$ cat src/rtl/rom_burst_reader_pkg.sv
// rom_burst_reader_pkg
//   Shared types and helpers for the ROM burst reader slice.
//   - state_t        : FSM states (IDLE, BURST)
//   - ROM_RD_LATENCY : cycles from beat issue to readdatavalid
//   - norm_bc()      : burstcount normalisation (0 is treated as 1)
package rom_burst_reader_pkg;

  typedef enum logic {IDLE = 1'b0, BURST = 1'b1} state_t;

  localparam int ROM_RD_LATENCY = 2;

  // Burstcount 0 is treated as a single beat.
  function automatic logic [31:0] norm_bc(input logic [31:0] bc);
    return (bc == 32'd0) ? 32'd1 : bc;
  endfunction

endpackage

$ cat src/rtl/rom_burst_reader_if.sv
// rom_burst_reader_if
//   Avalon-MM read-only bus plus the ROM address/data pair.
//   master : interconnect side (drives address/read/burstcount)
//   slave  : the reader (drives waitrequest/readdata/readdatavalid, rom_addr)
//   rom_q is driven by the ROM instance and consumed by the slave.
interface rom_burst_reader_if #(
  parameter int WIDTH   = 32,
  parameter int WIDTHAD = 10,
  parameter int BURSTW  = 4
);
  logic [WIDTHAD-1:0] avs_address;
  logic               avs_read;
  logic [BURSTW-1:0]  avs_burstcount;
  logic               avs_waitrequest;
  logic [WIDTH-1:0]   avs_readdata;
  logic               avs_readdatavalid;
  logic [WIDTHAD-1:0] rom_addr;
  logic [WIDTH-1:0]   rom_q;

  modport master (
    output avs_address, avs_read, avs_burstcount,
    input  avs_waitrequest, avs_readdata, avs_readdatavalid
  );

  modport slave (
    input  avs_address, avs_read, avs_burstcount, rom_q,
    output avs_waitrequest, avs_readdata, avs_readdatavalid, rom_addr
  );
endinterface

$ cat src/rtl/rom_addr_gen.sv
// rom_addr_gen
//   Burst address generator: address register, remaining-beat counter and
//   increment logic. Linear increment by default; with ROM_WRAP_BURST_EN
//   defined, bursts wrap inside the burstcount-aligned block via a mask
//   register loaded at accept.
//   Ports:
//     clk, rst    : clock, async active-high reset
//     load        : accept of a multi-beat burst (first beat issued directly)
//     step        : a BURST-state beat is issued this cycle
//     sel_reg     : drive rom_addr from the address register (BURST state)
//     start_addr  : avs_address of the command
//     bcnt        : normalised burstcount
//     rom_addr    : address presented to the ROM
//     last_beat   : the beat issued this cycle is the final one
//     busy        : beats remain to be issued from the register
module rom_addr_gen #(
  parameter int WIDTHAD = 10,
  parameter int BURSTW  = 4
) (
  input  logic               clk,
  input  logic               rst,
  input  logic               load,
  input  logic               step,
  input  logic               sel_reg,
  input  logic [WIDTHAD-1:0] start_addr,
  input  logic [BURSTW-1:0]  bcnt,
  output logic [WIDTHAD-1:0] rom_addr,
  output logic               last_beat,
  output logic               busy
);

  logic [WIDTHAD-1:0] addr_q;
  logic [BURSTW-1:0]  rem_q;

`ifdef ROM_WRAP_BURST_EN
  logic [WIDTHAD-1:0] mask_q, mask_d;

  // Power-of-two burstcount gives a mask covering the low log2(bc) bits.
  assign mask_d = WIDTHAD'(bcnt) - WIDTHAD'(1);

  function automatic logic [WIDTHAD-1:0] inc(input logic [WIDTHAD-1:0] a,
                                             input logic [WIDTHAD-1:0] m);
    return (a & ~m) | ((a + WIDTHAD'(1)) & m);
  endfunction

  always_ff @(posedge clk or posedge rst) begin
    if (rst)       mask_q <= '0;
    else if (load) mask_q <= mask_d;
  end
`else
  function automatic logic [WIDTHAD-1:0] inc(input logic [WIDTHAD-1:0] a);
    return a + WIDTHAD'(1);
  endfunction
`endif

  always_ff @(posedge clk or posedge rst) begin
    if (rst) begin
      addr_q <= '0;
      rem_q  <= '0;
    end else if (load) begin
`ifdef ROM_WRAP_BURST_EN
      addr_q <= inc(start_addr, mask_d);
`else
      addr_q <= inc(start_addr);
`endif
      rem_q  <= bcnt - BURSTW'(1);
    end else if (step && busy) begin
`ifdef ROM_WRAP_BURST_EN
      addr_q <= inc(addr_q, mask_q);
`else
      addr_q <= inc(addr_q);
`endif
      rem_q  <= rem_q - BURSTW'(1);
    end
  end

  assign rom_addr  = sel_reg ? addr_q : start_addr;
  assign busy      = (rem_q != '0);
  assign last_beat = (rem_q == BURSTW'(1));

endmodule

$ cat src/rtl/rom_burst_reader.sv
// rom_burst_reader
//   Avalon-MM read-only slave in front of a synchronous ROM with a
//   registered address. Issues one ROM address per cycle and returns
//   data two cycles later with readdatavalid.
//   Optional: ROM_WRAP_BURST_EN selects wrapping (cache-line) bursts.
//   Ports:
//     clk, rst : clock, async active-high reset
//     bus      : rom_burst_reader_if.slave (Avalon-MM + ROM addr/q)
module rom_burst_reader
  import rom_burst_reader_pkg::*;
#(
  parameter int WIDTH   = 32,
  parameter int WIDTHAD = 10,
  parameter int BURSTW  = 4
) (
  input  logic                   clk,
  input  logic                   rst,
  rom_burst_reader_if.slave      bus
);

  state_t state_q, state_d;
  logic   issue, load, step, last_beat, busy, waitreq;
  logic [BURSTW-1:0]         bc_eff;
  logic [ROM_RD_LATENCY-1:0] vld_pipe;  // [0]=issue_v (rom_q valid), [1]=rd_v
  logic [WIDTH-1:0]          rdata_q;

  assign bc_eff = BURSTW'(norm_bc(32'(bus.avs_burstcount)));

  always_ff @(posedge clk or posedge rst) begin
    if (rst) state_q <= IDLE;
    else     state_q <= state_d;
  end

  always_comb begin
    state_d = state_q;
    waitreq = 1'b0;
    issue   = 1'b0;
    load    = 1'b0;
    step    = 1'b0;
    case (state_q)
      IDLE: begin
        if (bus.avs_read) begin
          issue = 1'b1;
          if (bc_eff > BURSTW'(1)) begin
            load    = 1'b1;
            state_d = BURST;
          end
        end
      end
      BURST: begin
        waitreq = 1'b1;
        issue   = busy;
        step    = 1'b1;
        if (last_beat || !busy) state_d = IDLE;
      end
      default: state_d = IDLE;
    endcase
  end

  rom_addr_gen #(.WIDTHAD(WIDTHAD), .BURSTW(BURSTW)) u_addr (
    .clk        (clk),
    .rst        (rst),
    .load       (load),
    .step       (step),
    .sel_reg    (state_q == BURST),
    .start_addr (bus.avs_address),
    .bcnt       (bc_eff),
    .rom_addr   (bus.rom_addr),
    .last_beat  (last_beat),
    .busy       (busy)
  );

  // Reset clears the pipe, so beats in flight never produce a valid pulse.
  always_ff @(posedge clk or posedge rst) begin
    if (rst) vld_pipe <= '0;
    else     vld_pipe <= {vld_pipe[ROM_RD_LATENCY-2:0], issue};
  end

  // Capture rom_q only for issued beats; hold otherwise.
  always_ff @(posedge clk or posedge rst) begin
    if (rst)              rdata_q <= '0;
    else if (vld_pipe[0]) rdata_q <= bus.rom_q;
  end

  assign bus.avs_waitrequest   = waitreq;
  assign bus.avs_readdata      = rdata_q;
  assign bus.avs_readdatavalid = vld_pipe[ROM_RD_LATENCY-1];

endmodule

$ cat src/flat_wrapper.sv
// flat-port wrapper written by rule: the top's interface ports become plain ports
module rom_burst_reader_flat import rom_burst_reader_pkg::*;
#(
  parameter int WIDTH   = 32,
  parameter int WIDTHAD = 10,
  parameter int BURSTW  = 4
)
  (clk, rst, bus_avs_address, bus_avs_read, bus_avs_burstcount, bus_rom_q, bus_avs_waitrequest, bus_avs_readdata, bus_avs_readdatavalid, bus_rom_addr);
  rom_burst_reader_if #(.WIDTH(WIDTH), .WIDTHAD(WIDTHAD), .BURSTW(BURSTW)) bus_i ();
  input  logic clk;
  input  logic rst;
  input wire logic [$bits(bus_i.avs_address)-1:0] bus_avs_address;
  input wire logic [$bits(bus_i.avs_read)-1:0] bus_avs_read;
  input wire logic [$bits(bus_i.avs_burstcount)-1:0] bus_avs_burstcount;
  input wire logic [$bits(bus_i.rom_q)-1:0] bus_rom_q;
  output wire logic [$bits(bus_i.avs_waitrequest)-1:0] bus_avs_waitrequest;
  output wire logic [$bits(bus_i.avs_readdata)-1:0] bus_avs_readdata;
  output wire logic [$bits(bus_i.avs_readdatavalid)-1:0] bus_avs_readdatavalid;
  output wire logic [$bits(bus_i.rom_addr)-1:0] bus_rom_addr;
  assign bus_i.avs_address = bus_avs_address;
  assign bus_i.avs_read = bus_avs_read;
  assign bus_i.avs_burstcount = bus_avs_burstcount;
  assign bus_i.rom_q = bus_rom_q;
  assign bus_avs_waitrequest = bus_i.avs_waitrequest;
  assign bus_avs_readdata = bus_i.avs_readdata;
  assign bus_avs_readdatavalid = bus_i.avs_readdatavalid;
  assign bus_rom_addr = bus_i.rom_addr;
  rom_burst_reader #(.WIDTH(WIDTH), .WIDTHAD(WIDTHAD), .BURSTW(BURSTW)) u_core (.clk(clk), .rst(rst), .bus(bus_i));
endmodule
$ cat config.mk
export PLATFORM = sky130hd
export DESIGN_NAME = rom_burst_reader_flat
export DESIGN_NICKNAME = d
export VERILOG_FILES = /design/src/rtl/rom_burst_reader_pkg.sv /design/src/rtl/rom_burst_reader_if.sv /design/src/rtl/rom_addr_gen.sv /design/src/rtl/rom_burst_reader.sv /design/src/flat_wrapper.sv
export SDC_FILE = /design/constraint.sdc
export NUM_CORES = 1
export LEC_CHECK = 0
export CAP_MARGIN = 20
export CORE_MARGIN = 3
export CORE_UTILIZATION = 30
export CTS_BUF_LIST = sky130_fd_sc_hd__clkbuf_8
export DETAILED_ROUTE_END_ITERATION = 16
export GPL_TIMING_DRIVEN = 0
export PLACE_DENSITY = 0.68
export SLEW_MARGIN = 20
export SYNTH_ARGS = -nofsm -noshare
export SYNTH_HDL_FRONTEND = slang
export SYNTH_SLANG_ARGS = --single-unit
export TNS_END_PERCENT = 100
$ cat constraint.sdc
create_clock -name clk -period 2.4 [get_ports clk]
set_input_delay 0.72 -clock clk [delete_from_list [all_inputs] [get_ports clk]]
set_output_delay 0.72 -clock clk [all_outputs]
set_load 0.005 [all_outputs]
==> results.cfg <==
[global_routing]
grt_first_pass_wirelength_um = 9156
grt_pass1_vias = 1907
antenna_found_initial = 0
grt_max_degree = 35
grt-ovfl-total = 0
grt_usage_pct = 12.78

[placed_design]
portBuffers = 92
post_dp_cell_area_mm2 = 0.003585
dp_cells = 399
gp_congestion = 0.7809
dp_slack_ns = -0.8862
dp_hpwl_um = 4368

[timing]
finalSetupViolations = 0
finClkSkew_ns = 0.004538
drv_slew = 0
relSlewSlack_pct = 57.48
worst_pin_slew_ns = 0.6350
tns_ns = 0
rsz0062_at_grt = false
min_period_ns = 2.300
period_share_pct = 95.85
worst_slack_ns = 0.09960
hold_viol = 0
fmax_mhz = 434.7

[drt]
drc = 0
via_count = 1957
drtIter0Drc = 31
first_pass_iters = 4
avgRoutedWirePerCell_um = 13.86
drt-total-wl_um = 5779
final_antenna_net_count = 0
via_per_inst = 4.693

[finish]
area_delta_synth_final_pct = 55.68
diodes = 0
drive_gt1_share_pct = 28.89
fin_nets = 369
final_cells = 417
fin_area_mm2 = 0.003771

[critical_path]
critPathArrivalTime_ns = 2.49
cp-start-kind = input pin
path_class = in -> reg
critical_path.max_fanout = 10
cp_data_required_time_ns = 2.59
end_kind = flip-flop

[clocking]
h-tree-depth = 2
postCtsHoldBufs = 0
clk_pin_slew_ns = 0.09
cts_made_buffers = 5
clock-root-buffer = clkbuf_8
clk_path_buf_depth = 2
insertion_delay_ns = 0.29
clock_sinks = 49
cts_tree = done

[floorplanning]
start_util_pct = 31.19
core_area_mm2 = 0.007767
pin_count = 93
die_w_um = 95.86
dieHeight_um = 95.86
dieArea_mm2 = 0.009188
num_rows = 32

[outcome]
outcome = completed

[logic_synthesis]
ys_async_sr_fraction_pct = 100.0
seq_area_frac_synth_pct = 50.62
synth_cells = 204
synth_flop_cell = dfrtp_1
netlist_area_mm2 = 0.002422
yosysUniqueCellTypes = 32
syn-num-nets = 259
synth-edff-count = 0
yosysWarnings = 0
synth.avg_cell_area_um2 = 11.87
ys_ff_latch = 49

[pwr]
worst_ir_drop_vdd_mv = 0.5434
p_leak_nw = 1.551
power.total_mw = 4.121
p_per_area_mw_per_mm2 = 1093

[run]
drv_cap = 0

[hold_path]
hold_class = reg -> reg
-- cells in the mapped netlist (2+ instances only) --
library cell  instances  area [µm²]
buf_1                 3       11.26
nor3b_1               2       15.01
inv_1                 5       18.77
ha_1                  6       75.07
clkbuf_1              4       15.01
mux2_2               44       495.5
nor4_1                2       12.51
nor2_1                5       18.77
o21ai_0               7       35.03
and3_1                2       12.51
a21oi_1               5       25.02
nand4_1               2       12.51
dfrtp_1              49        1226
mux2i_1               4       40.04
xor2_1                8       70.07
a31oi_1               2       12.51
xnor2_1               9       78.83
nor3_1                6       30.03
nand3_1               8       40.04
nand2_1              19       71.32
-- metrics by stage --
step	util, %	hold slack [ns]
after floorplan	-	0.3519
after global placement	45.89	0.3664
after detailed placement	46.15	0.3614
after CTS	48.55	0.3857
after global routing	48.55	0.3958
final	48.55	0.3815
-- logic make-up (layout without fill, tap and decap cells) --
| group | count (synthesis) | in the layout | share of synthesized area (%) |
|---|---|---|---|
| simple gates | 52 | 52 | 11.11 |
| flops | 49 | 49 | 50.62 |
| mux | 48 | 48 | 22.11 |
| compound gates | 19 | 19 | 4.752 |
| xor+xnor | 17 | 17 | 6.147 |
| buf+inv | 13 | 124 | 2.169 |
| fa+ha+maj | 6 | 6 | 3.099 |
-- final timing paths --
path,from,end,slack [ns],cells past startpoint
hold / removal,u_core.vld_pipe[0],u_core.vld_pipe[1],0.38,0
setup / recovery,bus_avs_read,u_core.u_addr.addr_q[4],0.1,12
max in group asynchronous,rst,u_core.bus.avs_readdata[0],1.20,3
setup reg to reg,u_core.state_q,u_core.u_addr.addr_q[4],0.21,13
hold reg to reg,u_core.vld_pipe[0],u_core.vld_pipe[1],0.38,0
min in group asynchronous,rst,u_core.u_addr.addr_q[9],0.71,2
-- state kept, by name (all words and copies together) (netlist names) --
signal	count
u_core.bus.avs_readdata	32
u_core.state_q	1
u_core.vld_pipe	2
u_core.u_addr.addr_q	10
u_core.u_addr.rem_q	4
-- cell type report --
cell class	count	area, µm²
buffer	8	90.09
clock buffer	5	68.82
clock inverter	3	21.27
fill	708	3996
inverter	5	18.77
multi-input combinational	142	1235
sequential	49	1226
tap	102	127.6
timing repair buffer	103	983.4
-- power breakdown --
group          switching (mW)  internal (mW)
registers               0.256           1.20
logic                   0.822           1.36
clock network           0.278          0.207
-- critical path, stage by stage --
cell and delay, ns:
clkdlybuf4s50_1 0.46, nand2b_1 0.13, a21o_4 0.23, clkbuf_16 0.16, nand2_1 0.07, nand2_2 0.07, ha_4 0.18, buf_4 0.13
a31oi_1 0.15, a21oi_1 0.05, nor2_1 0.08, a21oi_1 0.04
-- what timing repair did --
action / 4_1_cts / 5_1_grt
pin swaps: 7 / 4
endpoints found under the setup margin: 15 / 3
setup buffers: 9 / 1
endpoints found under the hold margin: 0 / 0
resized for setup: 42 / 6
-- cells in the final DEF (no fill, tap or decap), types with 4 or more instances in the layout --
| cell | synthesis | routed |
|---|---|---|
| mux2_2 | 44 | 44 |
| nand2_1 | 19 | 15 |
| xor2_1 | 8 | 8 |
| a21oi_1 | 5 | 4 |
| clkdlybuf4s50_1 | 0 | 68 |
| ha_1 | 6 | 4 |
| nor2_1 | 5 | 4 |
| clkbuf_8 | 0 | 6 |
| nand3_1 | 8 | 8 |
| buf_4 | 1 | 10 |
| xnor2_1 | 9 | 9 |
| o21ai_0 | 7 | 7 |
| dlygate4sd2_1 | 0 | 17 |
| mux2i_1 | 4 | 4 |
| dfrtp_1 | 49 | 49 |
-- routing by layer --
layer / global-route usage, % / wire length (µm) / vias up / part of all wire [%]
met5: 0 / 0 / - / 0
met4: 3.673 / 52 / 0 / 0.90
met3: 4.066 / 601 / 6 / 10
met2: 21.95 / 2721 / 73 / 47
met1: 15.31 / 2404 / 943 / 42
li1: - / - / 935 / -
(Power assumes the default switching activity.)
